<file path="src/rtl/ushift_reg_n_if.sv">
// Bus bundle for ushift_reg_n: mode/data/burst controls in, register and status out.
interface ushift_reg_n_if #(
  parameter int WIDTH = 8,
  parameter int CW    = 4
);
  logic             OE;
  logic [2:0]       S;
  logic [WIDTH-1:0] D;
  logic             SRI;
  logic             SLI;
  logic             START;
  logic [CW-1:0]    CNT;
  logic [WIDTH-1:0] Q;
  logic             SO_R;
  logic             SO_L;
  logic             BUSY;
  logic             DONE;

  modport master (
    output OE, S, D, SRI, SLI, START, CNT,
    input  Q, SO_R, SO_L, BUSY, DONE
  );

  modport slave (
    input  OE, S, D, SRI, SLI, START, CNT,
    output Q, SO_R, SO_L, BUSY, DONE
  );
endinterface

</file>
<file path="src/rtl/ushift_reg_n.sv">
// Parametrised universal shift register with counted burst-shift engine.
// Optional macro USHIFT_TRISTATE_EN: Q floats when OE=1 (otherwise Q is forced to zero).
module ushift_reg_n #(
  parameter int WIDTH = 8,
  parameter int CW    = 4
) (
  input logic         CLK,
  input logic         RST,
  ushift_reg_n_if.slave bus
);

  localparam logic [0:0] ST_IDLE  = 1'b0;
  localparam logic [0:0] ST_BURST = 1'b1;

  logic [0:0]       state;
  logic [2:0]       mode_p0;
  logic [CW-1:0]    rem_p0;
  logic [WIDTH-1:0] r_p0;
  logic             done_p0;

  function automatic logic [WIDTH-1:0] shift_op(
    input logic [2:0]       mode,
    input logic [WIDTH-1:0] r,
    input logic [WIDTH-1:0] d,
    input logic             sri,
    input logic             sli
  );
    case (mode)
      3'b001:  shift_op = {sri, r[WIDTH-1:1]};
      3'b010:  shift_op = {r[WIDTH-2:0], sli};
      3'b011:  shift_op = d;
      3'b100:  shift_op = {r[0], r[WIDTH-1:1]};
      3'b101:  shift_op = {r[WIDTH-2:0], r[WIDTH-1]};
      3'b110:  shift_op = {r[WIDTH-1], r[WIDTH-1:1]};
      default: shift_op = r;
    endcase
  endfunction

  // Only real shift/rotate modes can start a burst; hold and load cannot.
  function automatic logic is_burst_mode(input logic [2:0] mode);
    is_burst_mode = (mode == 3'b001) || (mode == 3'b010) || (mode == 3'b100) ||
                    (mode == 3'b101) || (mode == 3'b110);
  endfunction

  always_ff @(posedge CLK) begin
    if (RST) begin
      state   <= ST_IDLE;
      mode_p0 <= 3'b000;
      rem_p0  <= '0;
      r_p0    <= '0;
      done_p0 <= 1'b0;
    end else begin
      case (state)
        ST_IDLE: begin
          done_p0 <= 1'b0;
          if (bus.START && is_burst_mode(bus.S)) begin
            mode_p0 <= bus.S;
            rem_p0  <= bus.CNT;
            if (bus.CNT == '0) done_p0 <= 1'b1;
            else               state   <= ST_BURST;
          end else begin
            r_p0 <= shift_op(bus.S, r_p0, bus.D, bus.SRI, bus.SLI);
          end
        end
        default: begin
          r_p0   <= shift_op(mode_p0, r_p0, bus.D, bus.SRI, bus.SLI);
          rem_p0 <= rem_p0 - CW'(1);
          if (rem_p0 == CW'(1)) begin
            state   <= ST_IDLE;
            done_p0 <= 1'b1;
          end else begin
            done_p0 <= 1'b0;
          end
        end
      endcase
    end
  end

  assign bus.BUSY = (state == ST_BURST);
  assign bus.DONE = done_p0;
  assign bus.SO_R = r_p0[0];
  assign bus.SO_L = r_p0[WIDTH-1];

`ifdef USHIFT_TRISTATE_EN
  assign bus.Q = bus.OE ? {WIDTH{1'bz}} : r_p0;
`else
  assign bus.Q = bus.OE ? {WIDTH{1'b0}} : r_p0;
`endif

endmodule

</file>
<file path="src/flat_wrapper.sv">
// flat-port wrapper written by rule: the top's interface ports become plain ports
module ushift_reg_n_flat 
#(
  parameter int WIDTH = 8,
  parameter int CW    = 4
)
  (CLK, RST, bus_OE, bus_S, bus_D, bus_SRI, bus_SLI, bus_START, bus_CNT, bus_Q, bus_SO_R, bus_SO_L, bus_BUSY, bus_DONE);
  ushift_reg_n_if #(.WIDTH(WIDTH), .CW(CW)) bus_i ();
  input logic CLK;
  input logic RST;
  input wire logic [$bits(bus_i.OE)-1:0] bus_OE;
  input wire logic [$bits(bus_i.S)-1:0] bus_S;
  input wire logic [$bits(bus_i.D)-1:0] bus_D;
  input wire logic [$bits(bus_i.SRI)-1:0] bus_SRI;
  input wire logic [$bits(bus_i.SLI)-1:0] bus_SLI;
  input wire logic [$bits(bus_i.START)-1:0] bus_START;
  input wire logic [$bits(bus_i.CNT)-1:0] bus_CNT;
  output wire logic [$bits(bus_i.Q)-1:0] bus_Q;
  output wire logic [$bits(bus_i.SO_R)-1:0] bus_SO_R;
  output wire logic [$bits(bus_i.SO_L)-1:0] bus_SO_L;
  output wire logic [$bits(bus_i.BUSY)-1:0] bus_BUSY;
  output wire logic [$bits(bus_i.DONE)-1:0] bus_DONE;
  assign bus_i.OE = bus_OE;
  assign bus_i.S = bus_S;
  assign bus_i.D = bus_D;
  assign bus_i.SRI = bus_SRI;
  assign bus_i.SLI = bus_SLI;
  assign bus_i.START = bus_START;
  assign bus_i.CNT = bus_CNT;
  assign bus_Q = bus_i.Q;
  assign bus_SO_R = bus_i.SO_R;
  assign bus_SO_L = bus_i.SO_L;
  assign bus_BUSY = bus_i.BUSY;
  assign bus_DONE = bus_i.DONE;
  ushift_reg_n #(.WIDTH(WIDTH), .CW(CW)) u_core (.CLK(CLK), .RST(RST), .bus(bus_i));
endmodule
</file>
<file path="config.mk">
export PLATFORM = sky130hd
export DESIGN_NAME = ushift_reg_n_flat
export DESIGN_NICKNAME = d
export VERILOG_FILES = /design/src/rtl/ushift_reg_n_if.sv /design/src/rtl/ushift_reg_n.sv /design/src/flat_wrapper.sv
export SDC_FILE = /design/constraint.sdc
export NUM_CORES = 1
export LEC_CHECK = 0
export CAP_MARGIN = 10
export CELL_PAD_IN_SITES_DETAIL_PLACEMENT = 1
export CELL_PAD_IN_SITES_GLOBAL_PLACEMENT = 2
export CORE_MARGIN = 2
export CORE_UTILIZATION = 28
export DETAILED_ROUTE_END_ITERATION = 12
export GPL_TIMING_DRIVEN = 1
export PLACE_DENSITY_LB_ADDON = 0.1
export SYNTH_ARGS = -nofsm -noshare
export SYNTH_HDL_FRONTEND = slang
export SYNTH_SLANG_ARGS = --single-unit
</file>
<file path="constraint.sdc">
create_clock -name CLK -period 2.2 [get_ports CLK]
set_input_delay 0.44 -clock CLK [delete_from_list [all_inputs] [get_ports CLK]]
set_output_delay 0.44 -clock CLK [all_outputs]
set_load 0.03 [all_outputs]
</file>
## Yosys cells after proc, flatten, opt, wreduce, memory -nomap -nowiden

Cells that the tools add are included.

| word-level totals | value |
|---|---|
| register bits | 17 |
| output and inout bits | 12 |
| word-level logic and storage cells | 53 |

| operators by class | value |
|---|---|
| add/subtract/negate cells | 1 |
| equal/unequal tests | 18 |
| mux-type cells | 15 |
| bitwise operators | 1 |
| reductions and logical operators | 12 |

Operators by type and width:

| operator | count |
|---|---|
| one-hot mux 8 bit (6 select lines) | 2 |
| two-way mux 8 bit | 3 |
| equality test 3 bit, second input constant | 6 |
| equality test 3 x 2 -> 1 bit, second input constant | 4 |
| two-way mux 1 bit | 8 |
| two-way mux 4 bit | 2 |
| inequality test 7 bit, second input constant | 1 |
| nonzero test 7 bit | 1 |
| equality test 3 x 1 -> 1 bit, second input constant | 2 |
| inequality test 6 bit, second input constant | 1 |
| nonzero test 6 bit | 1 |
| AND reduction 5 bit | 1 |
| equality test 4 x 1 -> 1 bit, second input constant | 1 |
| logical NOT 4 bit | 1 |
| logical OR 1 bit | 4 |
| inequality test 2 x 1 -> 1 bit, second input constant | 2 |
| subtractor 4 x 1 -> 4 bit, second input constant | 1 |
| AND reduction 3 bit | 1 |
| inequality test 2 bit, second input constant | 1 |
| AND reduction 2 bit | 1 |
| nonzero test 2 bit | 1 |
| logical AND 1 bit | 1 |
| inverter 1 bit | 1 |

## Logic depth before layout (Yosys ltp)

Gate-level depths: netlist of the first run.

| logic depth | value |
|---|---|
| depth after elaboration | 8 |
| mapped depth | 7 |
| depth with buffers taken out | 6 |

## Worst setup path after synthesis of the first run

No wires, ideal clock.

| timing | value |
|---|---|
| path kind | input to register |
| start | in bus_S[1] |
| end | reg u_core.rem_p0[1] |
| arrival | 1.548 ns |
| data required time | 2.063 ns |
| slack | 0.514 ns |
| cell stages on the path | 6 |
| buffers on the path | 1 |
| cell sequence | buf_2 > or2_2 > o211ai_1 > inv_1 > a211oi_1 > a211oi_1 |

| on the way | value |
|---|---|
| cells in the longest elaborated chain, start to end | 7 |

RTL lines:

| item | line | source |
|---|---|---|
| from (decl) | flat_wrapper.sv:12 | `input wire logic [$bits(bus_i.S)-1:0] bus_S;` |
| equality test 3 x 1 -> 1 bit or equality test 3 x 2 -> 1 bit (tied branches) | ushift_reg_n.sv:41 | `is_burst_mode = (mode == 3'b001) \|\| (mode == 3'b010) \|\| (mode == 3'b100) \|\|` |
| logical OR 1 bit (3 in a row) | ushift_reg_n.sv:41 |  |
| logical OR 1 bit (*) | ushift_reg_n.sv:42 | `(mode == 3'b101) \|\| (mode == 3'b110);` |
| logical AND 1 bit (*) | ushift_reg_n.sv:56 | `if (bus.START && is_burst_mode(bus.S)) begin` |
| nonzero test 2 bit (no line) (*) | - |  |
| to (signal assigned) | ushift_reg_n.sv:58 | `rem_p0 <= bus.CNT;` |
| to (signal assigned) | ushift_reg_n.sv:67 | `rem_p0 <= rem_p0 - CW'(1);` |
| to (decl) | ushift_reg_n.sv:17 | `logic [CW-1:0] rem_p0;` |

Mark *: on every way between the ends. The rest lies on a longest branch, timed or not.
A chain may end at the register's enable or synchronous reset.

## Worst setup path in the final report of the first run

| timing | value |
|---|---|
| start | in bus_S[1] |
| end | reg u_core.r_p0[6] |

| on the way | value |
|---|---|
| cells in the longest elaborated chain, start to end | 8 |

RTL lines:

| item | line | source |
|---|---|---|
| equality test 3 x 1 -> 1 bit or equality test 3 x 2 -> 1 bit (tied branches) | ushift_reg_n.sv:28, ushift_reg_n.sv:41 |  |
| logical OR 1 bit (3 in a row) | ushift_reg_n.sv:41 |  |
| logical OR 1 bit | ushift_reg_n.sv:42 |  |
| logical AND 1 bit | ushift_reg_n.sv:56 |  |
| inequality test 2 x 1 -> 1 bit (no line) | - |  |
| AND reduction 3 bit (no line) | - |  |
| to (signal assigned) | ushift_reg_n.sv:62 | `r_p0 <= shift_op(bus.S, r_p0, bus.D, bus.SRI, bus.SLI);` |
| to (signal assigned) | ushift_reg_n.sv:66 | `r_p0 <= shift_op(mode_p0, r_p0, bus.D, bus.SRI, bus.SLI);` |
| to (decl) | ushift_reg_n.sv:18 | `logic [WIDTH-1:0] r_p0;` |

Parallel ways exist; a longest one is shown, timed or not. The select of a mux whose other input is x is not followed.

==> impl_metrics.yaml, run 1 <==
outcome:
  status: "completed"
setup_path:
  critPathLaunchType: "primary input"
  cp_slowest_stage_delay_ns: 0.65
  ff2ff_path_depth: 5
  crit_slowest_cell: "clkdlybuf4s50_1"
  r2r_slack_ns: 0.30
  cp_max_fo: 10
  end_kind: "flip-flop"
  crit-reg2reg-launch: "u_core.mode_p0[1]"
  critPathKind: "in2reg"
  required_ns: 2.39
  crit_chain: "clkdlybuf4s50_1, or3b_1, nand2_2, a221oi_1, a211o_1, a21oi_1"
  r2r-end: "u_core.r_p0[2]"
  arrival_ns: 2.23
clocking:
  cts-root-buf: "clkbuf_8"
  clk-insertion-delay-late_ns: 0.26
  cts_hold_buf: 0
  clock_path_buffers: 2
  cts_tree: "done"
  cts_max_level: 1
  clk_pin_slew_worst_paths_ns: 0.07
  cts_sinks: 17
  cts_setup_buffers: 0
  cts-resized-gates: 0
  cts_buffers: 3
cells_and_area:
  fin_nets: 256
  fin_cells: 302
  antenna_cells: 0
  finish.utilization: 0.3854
  final_common_cell: "buf_4"
  drive_above_1_share: 0.1810
  final_cell_mix: "28 x buf_4, 24 x clkdlybuf4s50_1, 23 x a21oi_1, 18 x nand2_1, 17 x dfxtp_1"
  area_delta_synth_final_pct: 35.16
  design_area_um2: 1943
global_routing:
  grt_max_degree: 21
  grt_usage: 0.1969
  grt_pass1_wl_um: 8466
  gr-usage-met3: 0.02116
  grt.busiest_layer: "met2"
  antenna_found_initial: 0
  grt_pass1_vias: 1655
  overflow: 0
  grt_use_met1: 0.2664
  use_met2: 0.3266
detailed_routing:
  drt-initial-drc-count: 94
  totalWireLength_um: 5279
  detail_route.vias_per_cell: 5.480
  drtPass1Iterations: 4
  vias: 1655
  ant_nets: 0
  wire_per_inst_um: 17.48
  drc_errors: 0
timing:
  rsz0062_at_grt: "no"
  post-route-period-util: 0.9299
  hold_violations: 0
  skew_ns: 0.004943
  setup_viol: 0
  fin_tns_setup_ns: 0
  tightest_slew_ns: 0.4710
  slew_viol_final: 0
  period_needed_ns: 2.046
  slew_headroom: 0.6850
  max_freq_mhz: 488.8
power:
  combPwrFrac: 0.381
  intPower_uw: 651.6
  leakagePower_nw: 0.7272
  seq_power_share: 0.379
  power_density_nw_per_um2: 524.8
  p_switching_uw: 368.3
  p_total_mw: 1.020
  ir_worst_vdd_mv: 0.1961
  clkPwrFrac: 0.240
  swShare: 0.3611
place:
  dp_cells: 298
  gp_congestion: 0.8223
  dp_hpwl_um: 4116
  place_area_um2: 1898
  port_buffers: 32
floorplanning:
  coreArea_um2: 5042
  rows: 26
  die_area_um2: 5724
  fp.dieW_um: 75.66
  dieHeight_um: 75.66
  initial_utilization: 0.2851
  ios: 33
synth:
  synthFlopType: "dfxtp_1"
  syn-cell-area_um2: 1438
  synth_sequential_area_ratio: 0.2367
  yosys_warnings: 0
  async_flop_share: 0
  synth_cell_types: 48
  syn_avg_cell_area_um2: 7.566
  syn_nets: 213
  synth-edff-count: 0
  synth-seq-cells: 17
  syn_inst: 190
hold_path:
  whs_path_depth: 2
  hp-start: "u_core.rem_p0[2]"
  min_to: "u_core.rem_p0[2]"
  hold_class: "reg2reg"
flow_run:
  cap_violations: 0
[how the worst max path moves through the flow]
stage                  start               end  slack, ns  cells past startpoint
finish              bus_S[1]    u_core.r_p0[6]       0.15                      6
CTS                 bus_S[1]    u_core.r_p0[6]       0.16                      6
global placement    bus_S[1]    u_core.r_p0[2]      -0.09                      6
floorplan           bus_S[1]  u_core.rem_p0[1]       0.51                      6
global route        bus_S[1]    u_core.r_p0[3]       0.04                      8
detailed placement  bus_S[1]    u_core.r_p0[6]       -0.1                      6
[synth_stat cells (2+ instances only)]
library cell / n / area [um^2]
nor4_1: 3 / 18.77
a211o_1: 4 / 35.03
nand3b_1: 6 / 45.04
a211oi_1: 4 / 30.03
o22ai_1: 2 / 12.51
nor3_1: 7 / 35.03
nand2b_1: 6 / 37.54
o31ai_1: 2 / 15.01
a22o_1: 4 / 35.03
nand3_1: 3 / 15.01
o21ai_0: 2 / 10.01
buf_6: 2 / 22.52
nor2_1: 12 / 45.04
a221oi_1: 8 / 70.07
nor3b_1: 2 / 15.01
buf_2: 8 / 40.04
inv_1: 9 / 33.78
o41ai_1: 2 / 17.52
clkbuf_1: 3 / 11.26
ha_1: 2 / 25.02
nor2b_1: 10 / 62.56
a221o_1: 5 / 50.05
dfxtp_1: 17 / 340.3
nand2_1: 18 / 67.56
or2_2: 2 / 12.51
a21o_1: 3 / 22.52
a21oi_1: 23 / 115.1
[metrics by stage]
| stage | setup WS (ns) | hold slack (ns) |
|---|---|---|
| 2_1_floorplan | 0.5141 | 0.4520 |
| 3_3_place_gp | -0.08520 | 0.4617 |
| 3_5_place_dp | -0.09807 | 0.4805 |
| 4_1_cts | 0.1573 | 0.4949 |
| 5_1_grt | 0.03769 | 0.5334 |
| 6_report | 0.1542 | 0.4895 |
[cells by family (layout without fill, tap and decap cells)]
kind of cell | after synthesis | after routing | share of synthesized area
buffers and inverters | 23 | 65 | 0.07745
adder cells (fa/ha/maj) | 2 | 2 | 0.01740
AO/OA/AOI/OAI | 72 | 72 | 0.3795
flip-flops | 17 | 17 | 0.2367
AND/OR/NAND/NOR | 76 | 76 | 0.2889
[cell type report]
class	count	area, um^2
Clock buffer	4	45.04
Fill cell	638	3099
Inverter	9	33.78
Tap cell	70	87.58
Timing Repair Buffer	52	450.4
Sequential cell	17	340.3
Multi-Input combinational cell	150	985.9
[power by group through the flow]
stage	Clock, mW	Combinational [mW]	Sequential [mW]
floorplan	0	0.239	0.381
global placement	0	0.380	0.390
detailed placement	0	0.389	0.393
CTS	0.251	0.392	0.386
global route	0.268	0.427	0.393
finish	0.245	0.388	0.387
[state kept, by name, summed over array words and instances (netlist names)]
| name | count |
|---|---|
| u_core.bus.BUSY | 1 |
| u_core.bus.DONE | 1 |
| u_core.r_p0 | 8 |
| u_core.mode_p0 | 3 |
| u_core.rem_p0 | 4 |
[worst max-delay path, delay by kind of cell]
| kind | cells | cell delay (ns) |
|---|---|---|
| simple gates | 2 | 0.57 |
| buf+inv | 1 | 0.65 |
| compound gates | 3 | 0.57 |
[metal layers]
metal,part of all wire,up-vias
met3,0.030,6
met4,0.014,0
met5,0,-
met2,0.47,28
li1,-,800
met1,0.48,821
No activity file was read; power rests on OpenSTA's default activity.
==> run 2, diff against run 1 <==
==> constraint.sdc (replaced) <==
create_clock -name CLK -period 2.1 [get_ports CLK]
set_input_delay 0.42 -clock CLK [delete_from_list [all_inputs] [get_ports CLK]]
set_output_delay 0.42 -clock CLK [all_outputs]
set_load 0.03 [all_outputs]
==> impl_metrics.yaml, run 2 (synthesis results as in run 1) <==
timing:
  post-route-worst-setup-slack_ns: 0.06605
  skew_ns: 0.003700
  slew_headroom: 0.6166
  rsz0062_at_grt: "no"
  max_freq_mhz: 491.7
  period_needed_ns: 2.034
  slew_viol_final: 0
  fin_tns_setup_ns: 0
  whs_ns: 0.4874
  tightest_slew_ns: 0.5734
  post-route-period-util: 0.9685
  setup_viol: 0
  hold_violations: 0
clocking:
  cts_setup_buffers: 0
  cts_max_level: 1
  cts_tree: "done"
  cts-root-buf: "clkbuf_8"
  cts_sinks: 17
  cts_buffers: 3
  clock_path_buffers: 2
  clk-insertion-delay-late_ns: 0.25
  clk_pin_slew_worst_paths_ns: 0.07
cells_and_area:
  top_regs: "u_core.r_p0: 8 flops, u_core.rem_p0: 4 flops, u_core.mode_p0: 3 flops"
  area_delta_synth_final_pct: 35.94
  ff_latch_area_um2: 341.6
  final_cell_mix: "29 x buf_4, 23 x a21oi_1, 23 x clkdlybuf4s50_1, 18 x nand2_1, 16 x dfxtp_1"
  final_common_cell: "buf_4"
  drive_above_1_share: 0.1888
  top_register: "u_core.r_p0"
  multi_input_area_um2: 985.9
  nFillCells: 635
  finish.utilization: 0.3876
  fin_nets: 257
  antenna_cells: 0
  largest_register_ffs: 8
detailed_routing:
  detail_route.vias_per_cell: 5.482
  ant_nets: 0
  totalWireLength_um: 5119
  vias: 1661
  drtPass1Iterations: 4
  drt-initial-drc-count: 100
  drc_errors: 0
  wire_per_inst_um: 16.89
floorplanning:
  dieHeight_um: 75.66
  ios: 33
  rows: 26
  die_area_um2: 5724
  initial_utilization: 0.2851
  fp.dieW_um: 75.66
  coreArea_um2: 5042
setup_path:
  required_ns: 2.28
  crit_slowest_cell: "clkdlybuf4s50_1"
  end_kind: "flip-flop"
  cp_max_fo: 8
  worst_path_dominant_cell_family: "buffers and inverters"
  arrival_ns: 2.21
  critPathKind: "in2reg"
  critPathBufInv: 2
  r2r_slack_ns: 0.29
  critPathLaunchType: "primary input"
  crit_chain: "clkdlybuf4s50_1, buf_4, nor2b_1, a22o_1, nand2_1, a211o_1, a21oi_1"
  cp_slowest_stage_delay_ns: 0.63
flow_run:
  cap_violations: 0
place:
  dp_slack_ns: -0.1741
  dp_hpwl_um: 4021
  port_buffers: 32
  gp_congestion: 0.7941
hold_path:
  hold_class: "reg2reg"
global_routing:
  grt_pass1_wl_um: 8204
  grt_pass1_vias: 1663
  overflow: 0
  antenna_found_initial: 0
  grt_usage: 0.1896
  grt_max_degree: 15
power:
  power_density_nw_per_um2: 541.4
  leakagePower_nw: 0.7419
  ir_worst_vdd_mv: 0.2287
outcome:
  status: "completed"
run 2: report_power, final:
part | switching, mW | internal (mW) | leakage, nW | total, mW
sequential | 0.0543 | 0.353 | 0.140 | 0.407
combinational | 0.209 | 0.193 | 0.579 | 0.402
clock | 0.115 | 0.135 | 0.0228 | 0.249
run 2: final timing paths:
path | startpoint | endpoint | cells past startpoint
max | bus_S[0] | u_core.r_p0[3] | 7
min | u_core.rem_p0[2] | u_core.rem_p0[2] | 2
max reg2reg | u_core.mode_p0[0] | u_core.r_p0[5] | 6
min reg2reg | u_core.rem_p0[2] | u_core.rem_p0[2] | 2
run 2: worst reg2reg max path: stages (launching register included):
cell	delay, ns
dfxtp_1	0.40
or3_4	0.42
and3_4	0.19
a31oi_4	0.33
buf_4	0.22
nand2_1	0.06
a21oi_1	0.13
run 2: area by class of cell:
type,instances,area share
Sequential cell,17,0.1748
Timing Repair Buffer,53,0.2356
Multi-Input combinational cell,150,0.5045
Tap cell,70,0.04481
Clock buffer,4,0.02305
Inverter,9,0.01729
run 2: through the flow:
stage | std cells | total power [mW] | area (um^2)
3_5_place_dp | 299 | 0.8138 | 1906
5_1_grt | 303 | 1.129 | 1954
2_1_floorplan | 190 | 0.6500 | 1438
6_report | 303 | 1.058 | 1954
3_3_place_gp | 299 | 0.8060 | 1906
4_1_cts | 303 | 1.071 | 1951
run 2: layer usage:
metal | vias up | GRT usage | share of wire
met1 | 823 | 0.2626 | 0.48
li1 | 802 | - | -
met3 | 2 | 0.02381 | 0.036
met5 | - | 0 | 0
met4 | 0 | 0.04678 | 0.0043
met2 | 34 | 0.3130 | 0.48
run 2: repair_timing:
| item | 4_1_cts | 5_1_grt |
|---|---|---|
| endpoints found under the setup margin | 0 | 9 |
| gates resized for setup | 0 | 2 |
| endpoints found under the hold margin | 0 | 0 |
| hold buffers | 0 | 0 |
